### src/rtl/os_req_tx.sv
`default_nettype none
// ---------------------------------------------------------------------------
// os_req_tx : serialises one shopping request into one-hot valid strobes on
//             the 16-bit D bus, then holds until the OS core raises out_valid.
// Rev 1.0
// ---------------------------------------------------------------------------
module os_req_tx #(
    parameter int GAP = 1
) (
    input  logic        clk,
    input  logic        rst_n,
    input  logic        req_valid,
    output logic        req_ready,
    input  logic        req_new_user,
    input  logic [7:0]  req_user,
    input  logic [3:0]  req_act,
    input  logic [1:0]  req_item,
    input  logic [5:0]  req_num,
    input  logic [7:0]  req_seller,
    input  logic        req_seller_en,
    input  logic [15:0] req_amnt,
    output logic        req_drop,
    output logic        id_valid,
    output logic        act_valid,
    output logic        item_valid,
    output logic        num_valid,
    output logic        amnt_valid,
    output logic [15:0] D,
    input  logic        out_valid
);
    localparam logic [3:0] S_IDLE = 4'd0;
    localparam logic [3:0] S_USR  = 4'd1;
    localparam logic [3:0] S_ACT  = 4'd2;
    localparam logic [3:0] S_ITEM = 4'd3;
    localparam logic [3:0] S_NUM  = 4'd4;
    localparam logic [3:0] S_SEL  = 4'd5;
    localparam logic [3:0] S_AMNT = 4'd6;
    localparam logic [3:0] S_GAP  = 4'd7;
    localparam logic [3:0] S_WAIT = 4'd8;

    localparam logic [2:0] GAP_LOAD = 3'(GAP - 1);

    logic [3:0]  state;
    logic [3:0]  next_strobe;
    logic [3:0]  follow;
    logic [2:0]  gap_cnt;
    logic        alive;
    logic        first_flag;
    logic        drop;
    logic        seller_en;
    logic [7:0]  user;
    logic [7:0]  seller;
    logic [3:0]  act;
    logic [1:0]  item;
    logic [5:0]  num;
    logic [15:0] amnt;
    logic        req_legal;
    logic        is_strobe;

    // alive keeps req_ready low for as long as reset is held
    assign req_ready = alive && (state == S_IDLE);
    assign req_drop  = drop;
    assign is_strobe = (state >= S_USR) && (state <= S_AMNT);

    always_comb begin
        case (req_act)
            4'd1, 4'd2, 4'd4, 4'd8: req_legal = 1'b1;
            default:                req_legal = 1'b0;
        endcase
    end

    // Strobe that follows the one being emitted now; S_WAIT marks the last one
    always_comb begin
        follow = S_WAIT;
        case (state)
            S_USR: follow = S_ACT;
            S_ACT: begin
                if (act == 4'd4)
                    follow = S_AMNT;
                else if (act == 4'd2)
                    follow = seller_en ? S_SEL : S_WAIT;
                else
                    follow = S_ITEM;
            end
            S_ITEM:  follow = S_NUM;
            S_NUM:   follow = S_SEL;
            default: follow = S_WAIT;
        endcase
    end

    always_ff @(posedge clk or negedge rst_n) begin
        if (!rst_n) begin
            state       <= S_IDLE;
            next_strobe <= S_IDLE;
            gap_cnt     <= 3'd0;
            alive       <= 1'b0;
            first_flag  <= 1'b1;
            drop        <= 1'b0;
            seller_en   <= 1'b0;
            user        <= 8'd0;
            seller      <= 8'd0;
            act         <= 4'd0;
            item        <= 2'd0;
            num         <= 6'd0;
            amnt        <= 16'd0;
            id_valid    <= 1'b0;
            act_valid   <= 1'b0;
            item_valid  <= 1'b0;
            num_valid   <= 1'b0;
            amnt_valid  <= 1'b0;
            D           <= 16'd0;
        end else begin
            alive      <= 1'b1;
            drop       <= 1'b0;
            id_valid   <= 1'b0;
            act_valid  <= 1'b0;
            item_valid <= 1'b0;
            num_valid  <= 1'b0;
            amnt_valid <= 1'b0;
            D          <= 16'd0;
            case (state)
                S_IDLE: begin
                    if (req_valid && alive) begin
                        user      <= req_user;
                        act       <= req_act;
                        item      <= req_item;
                        num       <= req_num;
                        seller    <= req_seller;
                        seller_en <= req_seller_en;
                        amnt      <= req_amnt;
                        if (req_legal)
                            state <= (req_new_user || first_flag) ? S_USR : S_ACT;
                        else
                            drop <= 1'b1;
                    end
                end
                S_USR: begin
                    id_valid   <= 1'b1;
                    D          <= {8'd0, user};
                    first_flag <= 1'b0;
                end
                S_ACT: begin
                    act_valid <= 1'b1;
                    D         <= {12'd0, act};
                end
                S_ITEM: begin
                    item_valid <= 1'b1;
                    D          <= {14'd0, item};
                end
                S_NUM: begin
                    num_valid <= 1'b1;
                    D         <= {10'd0, num};
                end
                S_SEL: begin
                    id_valid <= 1'b1;
                    D        <= {8'd0, seller};
                end
                S_AMNT: begin
                    amnt_valid <= 1'b1;
                    D          <= amnt;
                end
                S_GAP: begin
                    if (gap_cnt == 3'd0)
                        state <= next_strobe;
                    else
                        gap_cnt <= gap_cnt - 3'd1;
                end
                S_WAIT: begin
                    if (out_valid)
                        state <= S_IDLE;
                end
                default: state <= S_IDLE;
            endcase
            if (is_strobe) begin
                if (follow == S_WAIT) begin
                    state <= S_WAIT;
                end else begin
                    state       <= S_GAP;
                    next_strobe <= follow;
                    gap_cnt     <= GAP_LOAD;
                end
            end
        end
    end
endmodule
`default_nettype wire

### config.mk
export PLATFORM = sky130hd
export DESIGN_NAME = os_req_tx
export DESIGN_NICKNAME = d
export VERILOG_FILES = /design/src/rtl/os_req_tx.sv
export SDC_FILE = /design/constraint.sdc
export NUM_CORES = 1
export LEC_CHECK = 0
export BUFFER_PORTS_ARGS = -buffer_cell sky130_fd_sc_hd__buf_2
export CORE_AREA = 2 2 98 100
export CTS_BUF_LIST = sky130_fd_sc_hd__clkbuf_8
export DETAILED_ROUTE_END_ITERATION = 8
export DIE_AREA = 0 0 100 102
export GPL_ROUTABILITY_DRIVEN = 0
export MAX_ROUTING_LAYER = met4
export PLACE_DENSITY = 0.65
export REMOVE_ABC_BUFFERS = 1
export SLEW_MARGIN = 40
export SYNTH_ARGS = -nofsm -noshare
export SYNTH_HDL_FRONTEND = slang
export SYNTH_SLANG_ARGS = --single-unit
### constraint.sdc
create_clock -name clk -period 3.5 [get_ports clk]
set_clock_uncertainty 0.15 [all_clocks]
set_input_delay 0.35 -clock clk [delete_from_list [all_inputs] [get_ports clk]]
set_output_delay 0.35 -clock clk [all_outputs]
set_load 0.01 [all_outputs]
; Word level (Yosys, flattened, before mapping)
; Cells that the tools add are included.
[word_totals]
input_bits = 50
ff_bits = 80
[op_classes]
mux = 26
n_addsub = 1
reduce_logical = 12
magnitude_cmp = 2
n_bitwise = 1
n_eq_ne = 20
[ops]
columns = operator, count
row1 = case mux 16 bit (6 select lines), 1
row2 = two-way mux 4 bit, 9
row3 = case mux 4 bit (4 select lines), 2
row4 = equality test 4 x 3 -> 1 bit (second input constant), 6
row5 = equality test 4 x 2 -> 1 bit (second input constant), 4
row6 = equality test 4 bit (second input constant), 3
row7 = two-way mux 3 bit, 4
row8 = two-way mux 1 bit, 9
row9 = != test 3 bit (second input constant), 3
row10 = equality test 4 x 1 -> 1 bit (second input constant), 2
row11 = OR reduction 6 bit, 1
row12 = AND reduction 5 bit, 1
row13 = greater-or-equal comparator 4 x 1 -> 1 bit (second input constant), 1
row14 = <= comparator 4 x 3 -> 1 bit (second input constant), 1
row15 = logical NOT 4 bit, 1
row16 = AND reduction 2 bit, 2
row17 = OR reduction 4 bit, 1
row18 = logical AND 1 bit, 3
row19 = logical NOT 3 bit, 1
row20 = != test 3 x 2 -> 1 bit (second input constant), 1
row21 = subtractor 3 x 1 -> 3 bit (second input constant), 1
row22 = two-way mux 2 bit, 1
row23 = != test 2 x 1 -> 1 bit (second input constant), 1
row24 = OR reduction 2 bit, 1
row25 = 2 further kinds, 2

; Longest topological paths before layout
[depth]
ltp_word = 7
mapped_depth = 6
mapped_depth_nobuf = 6

; Least setup slack after synthesis
; OpenSTA, ideal clock, no wires.
[synth_path]
path_type = flip-flop to flip-flop
from = register state[3]
to = register act[0]
setup_time_ns = 0.125
synth_period_minus_slack_ns = 1.953
setup_slack_ns = 1.547
path_stages_with_launch = 5
t_required_ns = 3.225
t_arrival_ns = 1.678
path_cell_list = dfrtp_1 -> or4_4 -> nor2_8 -> buf_12 -> mux2_4
[synth_between]
elab_chain_cells = 2
[synth_rtl]
columns = element, line_no
row1 = start: declaration, 43  ; logic [3:0] state;
row2 = start signal: assignment, 132  ; state <= (req_new_user || first_flag) ? S_USR : S_ACT;
row3 = start signal: assignment, 164  ; state <= next_strobe;
row4 = logical NOT 4 bit, 121  ; case (state)
row5 = AND reduction 2 bit (no line), n/a
row6 = end signal: assignment, 125  ; act <= req_act;
row7 = end: declaration, 53  ; logic [3:0] act;
; No other way between the ends.
; A chain may end at the register's enable or synchronous reset.

; Worst setup path after layout
[layout_path]
from = register state[3]
to = register amnt[0]
[layout_between]
elab_chain_cells = 2
[layout_rtl]
columns = element, line_no
row1 = logical NOT 4 bit, 121
row2 = AND reduction 2 bit (no line), n/a
row3 = end signal: assignment, 130  ; amnt <= req_amnt;
row4 = end: declaration, 56  ; logic [15:0] amnt;
; No other way between the ends.

==> reports/results.ini <==
[status]
status=completed

[timing]
fin_crit_ps=2703
fmax_mhz=369.9
tightest_slew_ps=810.4
hold_viol_final=0
setup_tns_ps=0
finalCritPeriodShare=0.7723
slew-limit-headroom=0.4556
rsz0062_at_grt=no
drv_slew=0
setup_viol=0

[power]
power.switching_uw=713.3
swShare=0.2764
seqPwrFrac=0.487
p_leak_nw=2.054
max-vdd-ir-drop_uv=330.9
total_power_mw=2.580
power_density_nw_per_um2=612.3
p_clk_frac=0.299
combPwrFrac=0.213
p_int_mw=1.867

[cells_and_area]
fill_cells=836
final_cell_mix=79 x dfrtp_1, 71 x buf_2, 40 x mux2_4, 14 x nand2_1, 11 x a22oi_1
antenna_cells=0
nNetsFinal=376
finalInstanceArea_sq_um=4214
area_growth_pct=18.72
drive_gt1_frac=0.4620
layout_commonest_cell=dfrtp_1

[clock_tree]
clockRootBuffer=clkbuf_8
cts_sinks=80
clk_pin_slew_worst_paths_ps=90
cts_tree=built
insertion_delay_ps=350
ctsResizeCount=0
cts_max_level=3
cts_buffer_depth=2
cts_buffers=9

[logic_synthesis]
yosysWarningCount=0
synth-seq-cells=80
synth_area_leader_cell=dfrtp_1
synth.avg_cell_area_sq_um=14.37
ys_types=46
ys_seq_area_frac=0.5643
synthCells=247
netlist_area_sq_um=3550
netlist.area_leader.share=0.5569
synthTopCellsByArea=dfrtp_1 56%, mux2_4 17%, a22oi_1 2.3%, buf_12 2.3%, mux2_2 2.2%

[global_routing]
overflow=0
antenna_found_initial=0
grt_pass1_vias=2314
grt_first_pass_wirelength_microns=11830
grt_max_degree=81
grt_usage=0.1569

[setup_path]
worstPathRequired_ps=3580
start_kind=flop
crit_family=simple AND/OR/NAND/NOR gates
critPathMaxFanout=24
reg2reg_depth=4
cp_data_arrival_time_ps=2790
worst_path_max_delay_cell=or4_4
cpPeakStageDelay_ps=640
regToRegSetupSlack_ps=800
critPathBufInv=1
critPathCaptureType=flop
path_cells=or4_4 > nor2_8 > buf_4 > mux2_2
crit_cells=4
critical_path_class=flop to flop

[detailed_routing]
finalWirelength_microns=7377
viasPerCell=5.064
wire_per_inst_microns=16.77
drt-pass1-iter-count=4
via_count=2228
route.met2.wl_microns=3338
detail-route-antenna-nets=0
drc=0
wl_met3_microns=323
drt-met1-wl_microns=3624
drt_iter0_drc=163
highest_layer=met4

[floorplan]
core_sq_um=9109
dieArea_sq_um=10200
die-width_microns=100
start_util=0.3897
row_count=35
die_y_microns=102
top_level_ports=73

[placement]
place_hpwl_microns=5096
place.port_buffers=72
placed_area_sq_um=3978

[job]
max_cap_viol_count=0

[min_path]
hold_depth=2
min_path_type=primary input to flop

## path summary, 6_finish.rpt
check / from / end
min: req_seller[7] / seller[7]
max in group asynchronous: rst_n / D[11]
min reg2reg: first_flag / first_flag
max: state[3] / amnt[0]
min in group asynchronous: rst_n / req_drop
max reg2reg: state[3] / amnt[0]
## cell usage after synthesis (all sizes together)
library cell	count
xnor2	2
nand2	14
or4	1
a222oi	2
o21ai	7
or2	2
nand2b	3
or4b	2
and4b	1
a22o	1
a2111oi	1
mux2	47
o311ai	1
dfstp	1
nor2b	3
nor3b	1
dfrtp	79
nor4b	1
clkbuf	3
nor4	2
a21oi	5
buf	7
inv	6
and2	10
a211oi	1
a22oi	11
a221o	2
o2bb2ai	1
a221oi	2
a2111o	2
nor3	9
nor2	9
or3b	1
conb	1
mux2i	2
ha	2
o211ai	1
or3	1
## cell type report
type | instances | area, sq um | area share
Clock buffer | 9 | 123.9 | 0.02939
Clock inverter | 7 | 102.6 | 0.02435
Inverter | 6 | 22.52 | 0.005344
Multi-Input combinational cell | 151 | 1424 | 0.3379
Sequential cell | 80 | 2003 | 0.4754
Tap cell | 111 | 138.9 | 0.03296
Timing Repair Buffer | 76 | 399.1 | 0.09472
## layer usage
| layer | up-vias | GRT usage |
|---|---|---|
| met5 | - | - |
| met4 | 0 | 0.05479 |
| met3 | 11 | 0.03283 |
| met2 | 64 | 0.2328 |
| met1 | 1111 | 0.2155 |
| li1 | 1042 | - |
## worst reg2reg max path: cells and delay by family (launching register included)
kind | cells | cell delay (ps)
simple gates | 2 | 1140
buf+inv | 1 | 350
mux | 1 | 360
flops | 1 | 600
## per-stage QoR
stage / setup slack (ps) / util / hold slack [ps] / instances
floorplan: 1043 / - / -95.59 / 237
global placement: 907.4 / 0.4353 / 326.1 / 423
detailed placement: 796.9 / 0.4367 / 294.3 / 423
CTS: 801.7 / 0.4626 / 57.62 / 440
global route: 710.7 / 0.4626 / 53.54 / 440
finish: 796.8 / 0.4626 / 73.26 / 440
## sequential cells by signal (all words and copies together), names as in the netlist
name         cells
D               16
amnt            16
seller           8
user             8
num              6
act              4
next_strobe      4
state            4
gap_cnt          3
item             2
act_valid        1
alive            1
amnt_valid       1
first_flag       1
id_valid         1
item_valid       1
num_valid        1
req_drop         1
seller_en        1
## power groups by stage
stage / Combinational (mW) / Sequential [mW] / Clock [mW]
2_1_floorplan: 0.413 / 1.23 / 0
3_3_place_gp: 0.540 / 1.27 / 0
3_5_place_dp: 0.554 / 1.27 / 0
4_1_cts: 0.557 / 1.26 / 0.785
5_1_grt: 0.601 / 1.28 / 0.826
6_report: 0.551 / 1.26 / 0.772
## repair_timing
action,4_1_cts,5_1_grt
hold buffers,1,0
endpoints found under the hold margin,79,0
buffers inserted,0,0
## logic make-up (layout without fill, tap and decap cells)
family,count (synthesis),in the layout,share of synthesized area
AOI/OAI and AO/OA,37,37,0.08531
xor gates and xnor gates,2,2,0.004936
adders and majority gates,2,2,0.007049
buffers and inverters,16,98,0.03701
DFF,80,80,0.5643
muxes,49,49,0.1970
other,1,1,0.001056
and+or+nand+nor,60,60,0.1033
Power figures use the tool's default switching activity.
